**src/rtl/if_row_sender.sv**
```systemverilog
// Streams IF rows from the IF buffer SRAM into a PE input-feature pad, one pixel per beat.
// A 2-entry skid FIFO with bypass absorbs the 1-cycle SRAM read latency.
//
// state  | meaning
// -------+-----------------------------------------------------------
// IDLE   | waiting for i_start; config sampled on the start edge
// ISSUE  | issuing buffer reads, gated by FIFO credit
// DRAIN  | all reads issued; waiting for FIFO and in-flight read to empty
module if_row_sender #(
   parameter int DWd     = 16,
   parameter int AddrWd  = 10,
   parameter int ConfDWd = 4,
   parameter int RowWd   = 8
) (
   input  logic               i_clk,
   input  logic               i_rst,
   input  logic               i_start,
   input  logic [AddrWd-1:0]  i_base,
   input  logic [AddrWd-1:0]  i_stride,
   input  logic [ConfDWd-1:0] i_iflen,
   input  logic [RowWd-1:0]   i_nrow,
   output logic               o_busy,
   output logic               o_done,
   output logic               o_buf_ren,
   output logic [AddrWd-1:0]  o_buf_raddr,
   input  logic [DWd-1:0]     i_buf_rdata,
   output logic [DWd-1:0]     o_ipix_wdata,
   output logic               o_ipix_valid,
   input  logic               i_ipix_ready,
   output logic               o_ipix_last
);

   typedef enum logic [1:0] {
      S_IDLE  = 2'd0,
      S_ISSUE = 2'd1,
      S_DRAIN = 2'd2
   } state_t;

   state_t state_q, state_d;
   logic   done_d, done_q;

   logic [AddrWd-1:0]  stride_q;
   logic [AddrWd-1:0]  row_base_q;
   logic [ConfDWd-1:0] iflen_q;
   logic [ConfDWd-1:0] col_q;
   logic [RowWd-1:0]   rows_left_q;

   logic               rd_pend_q;
   logic               rd_last_q;

   logic [DWd-1:0]     fifo_data_q [2];
   logic               fifo_last_q [2];
   logic               wr_ptr_q;
   logic               rd_ptr_q;
   logic [1:0]         cnt_q;

   logic               fifo_empty;
   logic               valid;
   logic [DWd-1:0]     head_data;
   logic               head_last;
   logic               pop;
   logic               push_fifo;
   logic               pop_fifo;
   logic [2:0]         occ_after;
   logic               issue;
   logic               col_end;
   logic               row_end;

   // Head comes from the FIFO when it holds data, otherwise straight from the returning read.
   always_comb begin
      fifo_empty = (cnt_q == 2'd0);
      valid      = !fifo_empty || rd_pend_q;
      head_data  = fifo_empty ? i_buf_rdata : fifo_data_q[rd_ptr_q];
      head_last  = fifo_empty ? rd_last_q   : fifo_last_q[rd_ptr_q];
      pop        = valid && i_ipix_ready;
      push_fifo  = rd_pend_q && !(fifo_empty && pop);
      pop_fifo   = pop && !fifo_empty;
      occ_after  = 3'(cnt_q) + 3'(rd_pend_q) - 3'(pop);
      issue      = (state_q == S_ISSUE) && (occ_after < 3'd2);
      col_end    = (col_q == iflen_q - ConfDWd'(1));
      row_end    = (rows_left_q == RowWd'(1));
   end

   always_comb begin
      state_d = state_q;
      done_d  = 1'b0;
      case (state_q)
         S_IDLE: begin
            if (i_start) begin
               if ((i_iflen == '0) || (i_nrow == '0)) state_d = S_DRAIN;
               else                                   state_d = S_ISSUE;
            end
         end
         S_ISSUE: begin
            if (issue && col_end && row_end) state_d = S_DRAIN;
         end
         S_DRAIN: begin
            if (occ_after == 3'd0) begin
               state_d = S_IDLE;
               done_d  = 1'b1;
            end
         end
         default: state_d = S_IDLE;
      endcase
   end

   always_ff @(posedge i_clk or posedge i_rst) begin
      if (i_rst) begin
         state_q <= S_IDLE;
         done_q  <= 1'b0;
      end else begin
         state_q <= state_d;
         done_q  <= done_d;
      end
   end

   always_ff @(posedge i_clk or posedge i_rst) begin
      if (i_rst) begin
         stride_q    <= '0;
         row_base_q  <= '0;
         iflen_q     <= '0;
         col_q       <= '0;
         rows_left_q <= '0;
      end else if ((state_q == S_IDLE) && i_start) begin
         stride_q    <= i_stride;
         row_base_q  <= i_base;
         iflen_q     <= i_iflen;
         col_q       <= '0;
         rows_left_q <= i_nrow;
      end else if (issue) begin
         if (col_end) begin
            col_q       <= '0;
            row_base_q  <= row_base_q + stride_q;
            rows_left_q <= rows_left_q - RowWd'(1);
         end else begin
            col_q <= col_q + ConfDWd'(1);
         end
      end
   end

   // Clearing rd_pend_q on reset drops any read return still in flight.
   always_ff @(posedge i_clk or posedge i_rst) begin
      if (i_rst) begin
         rd_pend_q <= 1'b0;
         rd_last_q <= 1'b0;
      end else begin
         rd_pend_q <= issue;
         if (issue) rd_last_q <= col_end;
      end
   end

   always_ff @(posedge i_clk or posedge i_rst) begin
      if (i_rst) begin
         for (int i = 0; i < 2; i++) begin
            fifo_data_q[i] <= '0;
            fifo_last_q[i] <= 1'b0;
         end
         wr_ptr_q <= 1'b0;
         rd_ptr_q <= 1'b0;
         cnt_q    <= 2'd0;
      end else begin
         if (push_fifo) begin
            fifo_data_q[wr_ptr_q] <= i_buf_rdata;
            fifo_last_q[wr_ptr_q] <= rd_last_q;
            wr_ptr_q              <= !wr_ptr_q;
         end
         if (pop_fifo) rd_ptr_q <= !rd_ptr_q;
         cnt_q <= cnt_q + {1'b0, push_fifo} - {1'b0, pop_fifo};
      end
   end

   assign o_busy       = (state_q != S_IDLE);
   assign o_done       = done_q;
   assign o_buf_ren    = issue;
   assign o_buf_raddr  = issue ? (row_base_q + AddrWd'(col_q)) : '0;
   assign o_ipix_valid = valid;
   assign o_ipix_wdata = valid ? head_data : '0;
   assign o_ipix_last  = valid && head_last;

endmodule

```
**config.mk**
```make
export PLATFORM = sky130hd
export DESIGN_NAME = if_row_sender
export DESIGN_NICKNAME = d
export VERILOG_FILES = /design/src/rtl/if_row_sender.sv
export SDC_FILE = /design/constraint.sdc
export NUM_CORES = 1
export LEC_CHECK = 0
export BUFFER_PORTS_ARGS = -buffer_cell sky130_fd_sc_hd__buf_4
export CAP_MARGIN = 30
export CORE_MARGIN = 4
export CORE_UTILIZATION = 62
export CTS_BUF_LIST = sky130_fd_sc_hd__clkbuf_8
export DETAILED_ROUTE_END_ITERATION = 7
export PLACE_DENSITY = 0.95
export SYNTH_ARGS = -nofsm -noshare
export SYNTH_HDL_FRONTEND = slang
export SYNTH_SLANG_ARGS = --single-unit
export TNS_END_PERCENT = 1
```
**constraint.sdc**
```tcl
create_clock -name i_clk -period 10.8 [get_ports i_clk]
set_input_delay 0.54 -clock i_clk [delete_from_list [all_inputs] [get_ports i_clk]]
set_output_delay 0.54 -clock i_clk [all_outputs]
set_load 0.1 [all_outputs]
```
# ---- Word level (Yosys, flattened, before mapping)
# Index checks and enable logic that the tools add are counted.
# W data, S select, Z words.
dict set report classes {
  add_sub_neg 9
  n_lt_le_gt_ge 4
  n_eq_ne 7
  muxes 32
  bitwise 2
  reduce_logical 26
}
# cell n
set op_table {}
lappend op_table {{$mux W16} 6}
lappend op_table {{$mux W10} 4}
lappend op_table {{$bwmux W32} 1}
lappend op_table {{$mux W8} 3}
lappend op_table {{$demux W16 S1} 1}
lappend op_table {{$mux W4} 3}
lappend op_table {{$add A10 B10 Y10} 1}
lappend op_table {{$add A10 B4 Y10} 1}
lappend op_table {{$logic_and A1 B1 Y1} 10}
lappend op_table {{$eq A8 B1 Y1 const B} 1}
lappend op_table {{$logic_not A8 Y1} 1}
lappend op_table {{$mux W2} 4}
lappend op_table {{$sub A8 B1 Y8 const B} 1}
lappend op_table {{$mux W1} 7}
lappend op_table {{$pmux W2 S3} 1}
lappend op_table {{$reduce_bool A2 Y1} 3}
lappend op_table {{$add A4 B1 Y4 const B} 1}
lappend op_table {{$eq A4 B4 Y1} 1}
lappend op_table {{$ge A2 B2 Y1 const B} 2}
lappend op_table {{$logic_not A1 Y1} 4}
lappend op_table {{$logic_not A2 Y1} 2}
lappend op_table {{$logic_not A4 Y1} 1}
lappend op_table {{$ne A2 B2 Y1 const B} 2}
lappend op_table {{$not A1 Y2} 2}
lappend op_table {{other kinds (16)} 17}
dict set report totals {
  reg_bits 79
  input_bits 52
  out_inout_bits 31
  wordCells 96
}

# ---- Depth between registers and ports, before layout
# Gate-level depths: netlist of run 1.
dict set report logic_depth {
  ltp_word 11
  depth_mapped 15
  depth_no_buf 13
}

# ---- Worst setup path before layout of run 1
# No wires, ideal clock.
dict set report synth_timing {
  path_kind {reg-to-output}
  startpoint {register rd_pend_q}
  endpoint {output port o_buf_raddr[4]}
  arrival_time_ps 5332
  required_ps 10260
  slack_ps 4928
  stages_incl_launch_ff 13
  n_path_buf 2
  path_cell_list {dfrtp_1 > clkbuf_1 > or3_1 > and2_1 > ha_1 > inv_1 > ha_1 > inv_1 > fa_1 > xnor2_1 > nand4b_1 > clkbuf_1 > nor3_1}
}
dict set report synth_between {
  elab_chain_cells 6
  elab_cells_between_ends 7
  classes_between {add/sub: 2; order compare: 1; mux: 1; reduce/logical: 3}
}
# item line
set synth_rtl {}
lappend synth_rtl {{start: declaration} 48} ;# logic rd_pend_q;
lappend synth_rtl {{start signal: assignment} 147} ;# rd_pend_q <= issue;
lappend synth_rtl {{$logic_or A1 B1 Y1} 72} ;# valid = !fifo_empty || rd_pend_q;
lappend synth_rtl {{net o_ipix_valid} 28} ;# output logic o_ipix_valid,
lappend synth_rtl {{$logic_and A1 B1 Y1} 75} ;# pop = valid && i_ipix_ready;
lappend synth_rtl {{$sub A3 B1 Y3} 78} ;# occ_after = 3'(cnt_q) + 3'(rd_pend_q) - 3'(pop);
lappend synth_rtl {{$lt A3 B2 Y1} 79} ;# issue = (state_q == S_ISSUE) && (occ_after < 3'd2);
lappend synth_rtl {{$logic_and A1 B1 Y1} 79}
lappend synth_rtl {{$mux W10} 175} ;# assign o_buf_raddr = issue ? (row_base_q + AddrWd'(col_q)) : '0;
lappend synth_rtl {{end: declaration} 25} ;# output logic [AddrWd-1:0] o_buf_raddr,
# The timed path passes the listed nets, and every way through them passes these cells.

# ---- Worst setup path in the final report of run 1
dict set report layout_timing {
  startpoint {register rd_pend_q}
  endpoint {register state_q[1]}
}
dict set report layout_between {
  elab_chain_cells 9
  elab_cells_between_ends 12
  classes_between {add/sub: 2; order compare: 1; eq/ne: 2; reduce/logical: 7}
}
# item line
set layout_rtl {}
lappend layout_rtl {{branches (longest 2 deep; another with $add A2 B1 Y3)} -}
lappend layout_rtl {{$sub A3 B1 Y3 *} 78}
lappend layout_rtl {{$lt A3 B2 Y1} 79}
lappend layout_rtl {{$logic_and A1 B1 Y1} 79}
lappend layout_rtl {{$logic_and A1 B1 Y1 (2 in series)} 95} ;# if (issue && col_end && row_end) state_d = S_DRAIN;
lappend layout_rtl {{$ne A2 B1 Y1 (no line)} -}
lappend layout_rtl {{$reduce_and A3 Y1 (no line) *} -}
lappend layout_rtl {{end signal: assignment} 112} ;# state_q <= state_d;
lappend layout_rtl {{end: declaration} 39} ;# state_t state_q, state_d;
# Every way passes the cells marked *.
# A chain may end at the register's enable or synchronous reset.

==> flow_summary.yaml, run 1 <==
cells_and_area:
  synthToLayoutAreaGrowth_pct: 21.1
  antenna_cells: 0
  drive_gt1_share_pct: 26.4
  nNetsFinal: 609
floorplanning:
  ios: 83
  dieArea_sq_um: 8660
  core_area_sq_um: 6910
  rows: 30
  die_h_um: 93.0
  die_x_um: 93.0
  start_util_pct: 64.9
flow_run:
  cap_violations: 0
hold_path:
  hold_path_class: "input pin to async pin"
setup_path:
  r2r-start: "rd_pend_q$_DFF_PP0_"
  max_stage_delay_ns: 1.01
  cp_slowest_cell: "nor3_2"
  critPathBufInv: 2
  cp-end-kind: "flip-flop"
  crit_required_ns: 11.06
  cp_data_arrival_time_ns: 5.02
  cp-startpoint: "rd_pend_q$_DFF_PP0_"
  start_kind: "flip-flop"
  worstPathMaxFanout: 21
  critPathKind: "flip-flop to flip-flop"
  cp_top_family: "simple AND/OR/NAND/NOR gates"
  path_cells: "or3_1 > and2_1 > ha_1 > inv_1 > ha_1 > inv_1 > fa_1 > xnor2_1 > nand4b_1 > nor3_2 > nand4b_1 > a21boi_1 > o32ai_1"
sta:
  rsz0062_at_grt: "false"
  slew_violations: 0
  setup_viol: 0
  slew-limit-headroom_pct: 32.5
  post-route-period-util_pct: 44.1
  clock_skew_ns: 0.00895
  layout_min_cycle_time_ns: 4.76
  hold_viol: 0
  tns_ns: 0
  fmaxAchievable_ghz: 0.210
  worst_pin_slew_ns: 1.01
synthesis:
  synth_cell_types: 49
  synth_enable_flop_cells: 0
  yosysTopAreaCellShare_pct: 44.1
  synth.top_cells.by_area: "dfrtp_1, mux2_2, ha_1"
  yosysTopAreaCell: "dfrtp_1"
  yosysMostFrequentCell: "dfrtp_1"
  synth-seq-area-share_pct: 44.1
  synth_common_cells: "dfrtp_1, nand2_1, mux2_2, nor2_1, o21ai_0"
  syn_area_sq_um: 4480
  synthArstFlopShare_pct: 100
  synth_flop_cell: "dfrtp_1"
  syn-mean-instance-area_sq_um: 9.86
  synth_fp_nets: 531
  synth-seq-cells: 79
  ys.warnings.count: 0
  syn_inst: 455
drt:
  viasPerCell: 5.87
  drt-total-wl_mm: 10.4
  ant_nets: 0
  wire_per_inst_um: 16.4
  vias: 3724
  dr.pass1.iters: 5
  drt_iter0_drc: 194
  drc: 0
placed_design:
  routabilityCongestion: 0.880
  io_buffer_count: 82
  dp.final_hpwl_mm: 7.59
global_route:
  antenna_found_initial: 0
  grt_max_degree: 80
  grt_pass1_wl_mm: 17.4
  grt_usage_pct: 25.2
  grt_remaining_overflow: 0
  grt_pass1_vias: 3711
clock_tree:
  path_clk_slew_ns: 0.08
  post_cts_resized: 0
  cts_tree: "built"
  insertion_delay_ns: 0.36
  htree_num_levels: 3
  cts_hold_repair.buffers: 0
  cts_root_buf: "clkbuf_8"
  postCtsSetupBuffers: 0
  cts_sinks: 79
  cts_buffers: 9
  cts_buffer_depth: 2
status:
  outcome: "finished, final reports clean"
[worst paths after layout]
kind / to / slack (ns) / cells after the start
min in group i_clk: stride_q[5]$_DFFE_PP0P_ / 0.37 / 3
hold reg to reg: stride_q[5]$_DFFE_PP0P_ / 0.49 / 2
setup / recovery: state_q[1]$_DFFE_PP0P_ / 6.04 / 13
hold / removal: iflen_q[0]$_DFFE_PP0P_ / 0.11 / 3
setup reg to reg: state_q[1]$_DFFE_PP0P_ / 6.04 / 13
max in group asynchronous: stride_q[3]$_DFFE_PP0P_ / 10.15 / 4
[worst register-to-register path, stage by stage, from the launching register on]
cell	delay, ns
dfrtp_1	0.66
or3_1	0.50
and2_1	0.17
ha_1	0.26
inv_1	0.06
ha_1	0.13
inv_1	0.05
fa_1	0.37
xnor2_1	0.19
nand4b_1	0.60
nor3_2	1.01
nand4b_1	0.20
a21boi_1	0.19
o32ai_1	0.26
[registers in the layout, summed over array words and instances (netlist names)]
| register | cells |
|---|---|
| iflen_q | 4 |
| row_base_q | 10 |
| rd_last_q | 1 |
| rows_left_q | 8 |
| rd_ptr_q | 1 |
| fifo_last_q | 2 |
| o_done | 1 |
| fifo_data_q | 32 |
| rd_pend_q | 1 |
| state_q | 2 |
| wr_ptr_q | 1 |
| stride_q | 10 |
| col_q | 4 |
| cnt_q | 2 |
[stage by stage]
step | utilization [%] | instance area [sq um] | worst slack, ns | hold slack [ns] | std cells
finish | 78.6 | 5430 | 6.04 | 0.115 | 634
floorplan | - | 4480 | 4.93 | 0.452 | 455
global route | 78.6 | 5430 | 5.75 | 0.113 | 634
detailed placement | 75.0 | 5180 | 6.14 | 0.472 | 617
global placement | 74.8 | 5170 | 6.30 | 0.472 | 616
CTS | 78.2 | 5400 | 6.06 | 0.359 | 633
[cell type report]
| class | instances | area, sq um |
|---|---|---|
| clock inverters | 7 | 97.6 |
| multi-input cells | 339 | 2370 |
| fillers | 463 | 1480 |
| repair buffers | 87 | 681 |
| well taps | 96 | 120 |
| flip-flops and latches | 79 | 1980 |
| clock buffers | 9 | 124 |
| inverters | 17 | 65.1 |
[layer usage]
metal	global-route usage, %	share of wire [%]	wire length [um]
met5	0	0	0
met4	8.79	2.1	219
met3	4.02	5.7	591
met2	42.5	51	5330
met1	33.0	41	4260
[cell usage in the layout, fill, tap and decap left out, types with 4 or more instances in the layout]
master and n:
ha_1 21, or3_1 5, dfrtp_1 79, nor2_1 33
nand2_1 60, mux2i_1 20, xnor2_1 16, o21a_1 4
nor2b_1 6, nor3_1 7, a31oi_1 4, o21ai_1 5
nand3_1 22, and2_1 4, a21oi_1 14, xor2_1 12
clkbuf_8 9, buf_4 85, inv_1 16, o22ai_1 6
o21ai_0 29, mux2_2 34
[cell families after synthesis]
kind of cell | count (synthesis) | share of synthesized area, %
simple gates | 149 | 15.2
buf+inv | 37 | 3.21
mux | 54 | 13.0
flops | 79 | 44.1
compound gates | 83 | 11.4
xor+xnor | 29 | 6.00
fa+ha+maj | 24 | 7.20
Power of run 1 is left out: the tool's default activity adds up to more than one toggle a clock period on the data nets, which glitch-free logic cannot reach.
==> inputs of run 2 (changes only) <==
--- a/config.mk
+++ b/config.mk
@@ -8,10 +8,10 @@
 export BUFFER_PORTS_ARGS = -buffer_cell sky130_fd_sc_hd__buf_4
 export CAP_MARGIN = 30
 export CORE_MARGIN = 4
-export CORE_UTILIZATION = 62
+export CORE_UTILIZATION = 52
 export CTS_BUF_LIST = sky130_fd_sc_hd__clkbuf_8
 export DETAILED_ROUTE_END_ITERATION = 7
-export PLACE_DENSITY = 0.95
+export PLACE_DENSITY = 0.87
 export SYNTH_ARGS = -nofsm -noshare
 export SYNTH_HDL_FRONTEND = slang
 export SYNTH_SLANG_ARGS = --single-unit
==> constraint.sdc (replaced) <==
create_clock -name i_clk -period 4.3 [get_ports i_clk]
set_input_delay 0.215 -clock i_clk [delete_from_list [all_inputs] [get_ports i_clk]]
set_output_delay 0.215 -clock i_clk [all_outputs]
set_load 0.1 [all_outputs]
==> run 2 against run 1 <==
First-iteration DRC count down 14%; flip-flop and latch count unchanged; clock skew up 0.0024 ns; maximum frequency up 25%; sequential share of layout area down 0.20 points; via count down 0.91%; register-to-register slack worse by 5.5 ns.
==> flow_summary.yaml, run 2 (synthesized netlist as in run 1, its figures left out) <==
drt:
  dr.pass1.iters: 4
  drt-total-wl_mm: 10.3
  drt_iter0_drc: 167
  drc: 0
  ant_nets: 0
  wire_per_inst_um: 16.0
  viasPerCell: 5.71
  vias: 3690
sta:
  post-route-period-util_pct: 88.3
  rsz0062_at_grt: "false"
  whs_ns: 0.0466
  layout_min_cycle_time_ns: 3.80
  setup_viol: 0
  clock_skew_ns: 0.0113
  tns_ns: 0
  worst_pin_slew_ns: 1.04
  slew-limit-headroom_pct: 31.0
  slew_violations: 0
  fmaxAchievable_ghz: 0.263
  hold_viol: 0
floorplanning:
  die_x_um: 101
  die_h_um: 101
  ios: 83
  dieArea_sq_um: 10200
  rows: 33
  core_area_sq_um: 8300
  start_util_pct: 54.0
setup_path:
  ff2ff_setup_slack_ns: 0.50
  r2r.worst_path.cells: 14
  cp-end-kind: "flip-flop"
  critPathKind: "flip-flop to flip-flop"
  cp_data_arrival_time_ns: 4.04
  r2r-start: "cnt_q[1]$_DFF_PP0_"
  worstPathMaxFanout: 18
  crit_required_ns: 4.55
  r2r_end: "rows_left_q[3]$_DFFE_PP0P_"
  start_kind: "flip-flop"
clock_tree:
  cts_buffer_depth: 2
  htree_num_levels: 3
  path_clk_slew_ns: 0.08
  cts_sinks: 79
  postCtsSetupBuffers: 0
  cts_buffers: 9
  insertion_delay_ns: 0.35
  cts_root_buf: "clkbuf_8"
  cts_hold_repair.buffers: 1
  cts_tree: "built"
  post_cts_resized: 0
cells_and_area:
  regMostFlops: "fifo_data_q"
  reg.largest.list: "fifo_data_q x32, row_base_q x10, stride_q x10"
  antenna_cells: 0
  nNetsFinal: 612
  synthToLayoutAreaGrowth_pct: 21.8
  layout_commonest_cell: "buf_4"
  drive_gt1_share_pct: 27.0
  largest_register_ffs: 32
  n_fill_cell: 653
  layout_common_cells: "buf_4, dfrtp_1, nand2_1"
placed_design:
  io_buffer_count: 82
  dp.final_hpwl_mm: 7.36
  routabilityCongestion: 0.830
global_route:
  grt_pass1_wl_mm: 16.9
  grt_max_degree: 45
  antenna_found_initial: 0
  grt_remaining_overflow: 0
  grt_usage_pct: 21.0
  grt_pass1_vias: 3700
hold_path:
  hold_end: "stride_q[4]$_DFFE_PP0P_"
  min_from: "i_stride[4]"
  hold_depth: 3
  hold_path_class: "input pin to flip-flop"
status:
  outcome: "finished, final reports clean"
flow_run:
  cap_violations: 0
==> run 2: area by class of cell <==
class | instances | area [sq um] | area share [%]
clock inverter | 7 | 113 | 2.06
inverter | 17 | 63.8 | 1.17
sequential | 79 | 1980 | 36.2
tap | 105 | 131 | 2.41
timing repair buffer | 90 | 678 | 12.4
clock buffer | 9 | 124 | 2.27
multi-input combinational | 339 | 2370 | 43.5
==> run 2: critical path: stages (launching register included) <==
cell and delay, ns:
dfrtp_1 0.47, or3_1 0.41, and2_1 0.20, ha_1 0.28, inv_1 0.06, ha_1 0.14
inv_1 0.05, fa_1 0.37, xnor2_1 0.20, nand4b_1 0.12, buf_4 0.21, or3_1 0.62
nand2_1 0.25, o21ai_1 0.11, a21bo_1 0.20
==> run 2: metrics by stage <==
stage               utilization, %  cell area (sq um)  worst slack (ns)  instances
global route                  65.8               5460             0.251        646
global placement              62.8               5210             0.714        629
CTS                           65.8               5460             0.495        646
detailed placement            62.8               5210             0.553        629
finish                        65.8               5460             0.502        646
floorplan                        -               4490            -0.448        455
==> run 2: worst max path at each step <==
stage                     slack, ns  cells after the start           startpoint                    endpoint
after floorplan               -0.45                     12  rd_pend_q$_DFF_PP0_              o_buf_raddr[2]
after global placement         0.71                     14   cnt_q[1]$_DFF_PP0_  rows_left_q[3]$_DFFE_PP0P_
after detailed placement       0.55                     14   cnt_q[1]$_DFF_PP0_  rows_left_q[3]$_DFFE_PP0P_
after CTS                      0.49                     14   cnt_q[1]$_DFF_PP0_  rows_left_q[3]$_DFFE_PP0P_
after global routing           0.25                     14   cnt_q[1]$_DFF_PP0_  rows_left_q[3]$_DFFE_PP0P_
final                          0.50                     14   cnt_q[1]$_DFF_PP0_  rows_left_q[3]$_DFFE_PP0P_
==> run 2: per-layer routing <==
layer | routed length [um] | vias to the layer above | share of wire [%] | GRT usage, %
li1 | - | 1749 | - | -
met1 | 4190 | 1801 | 40 | 24.9
met2 | 5370 | 121 | 52 | 37.4
met3 | 624 | 19 | 6.0 | 4.36
met4 | 157 | 0 | 1.5 | 7.77
met5 | 0 | - | 0 | 0
Power of run 2 is left out for the same reason.
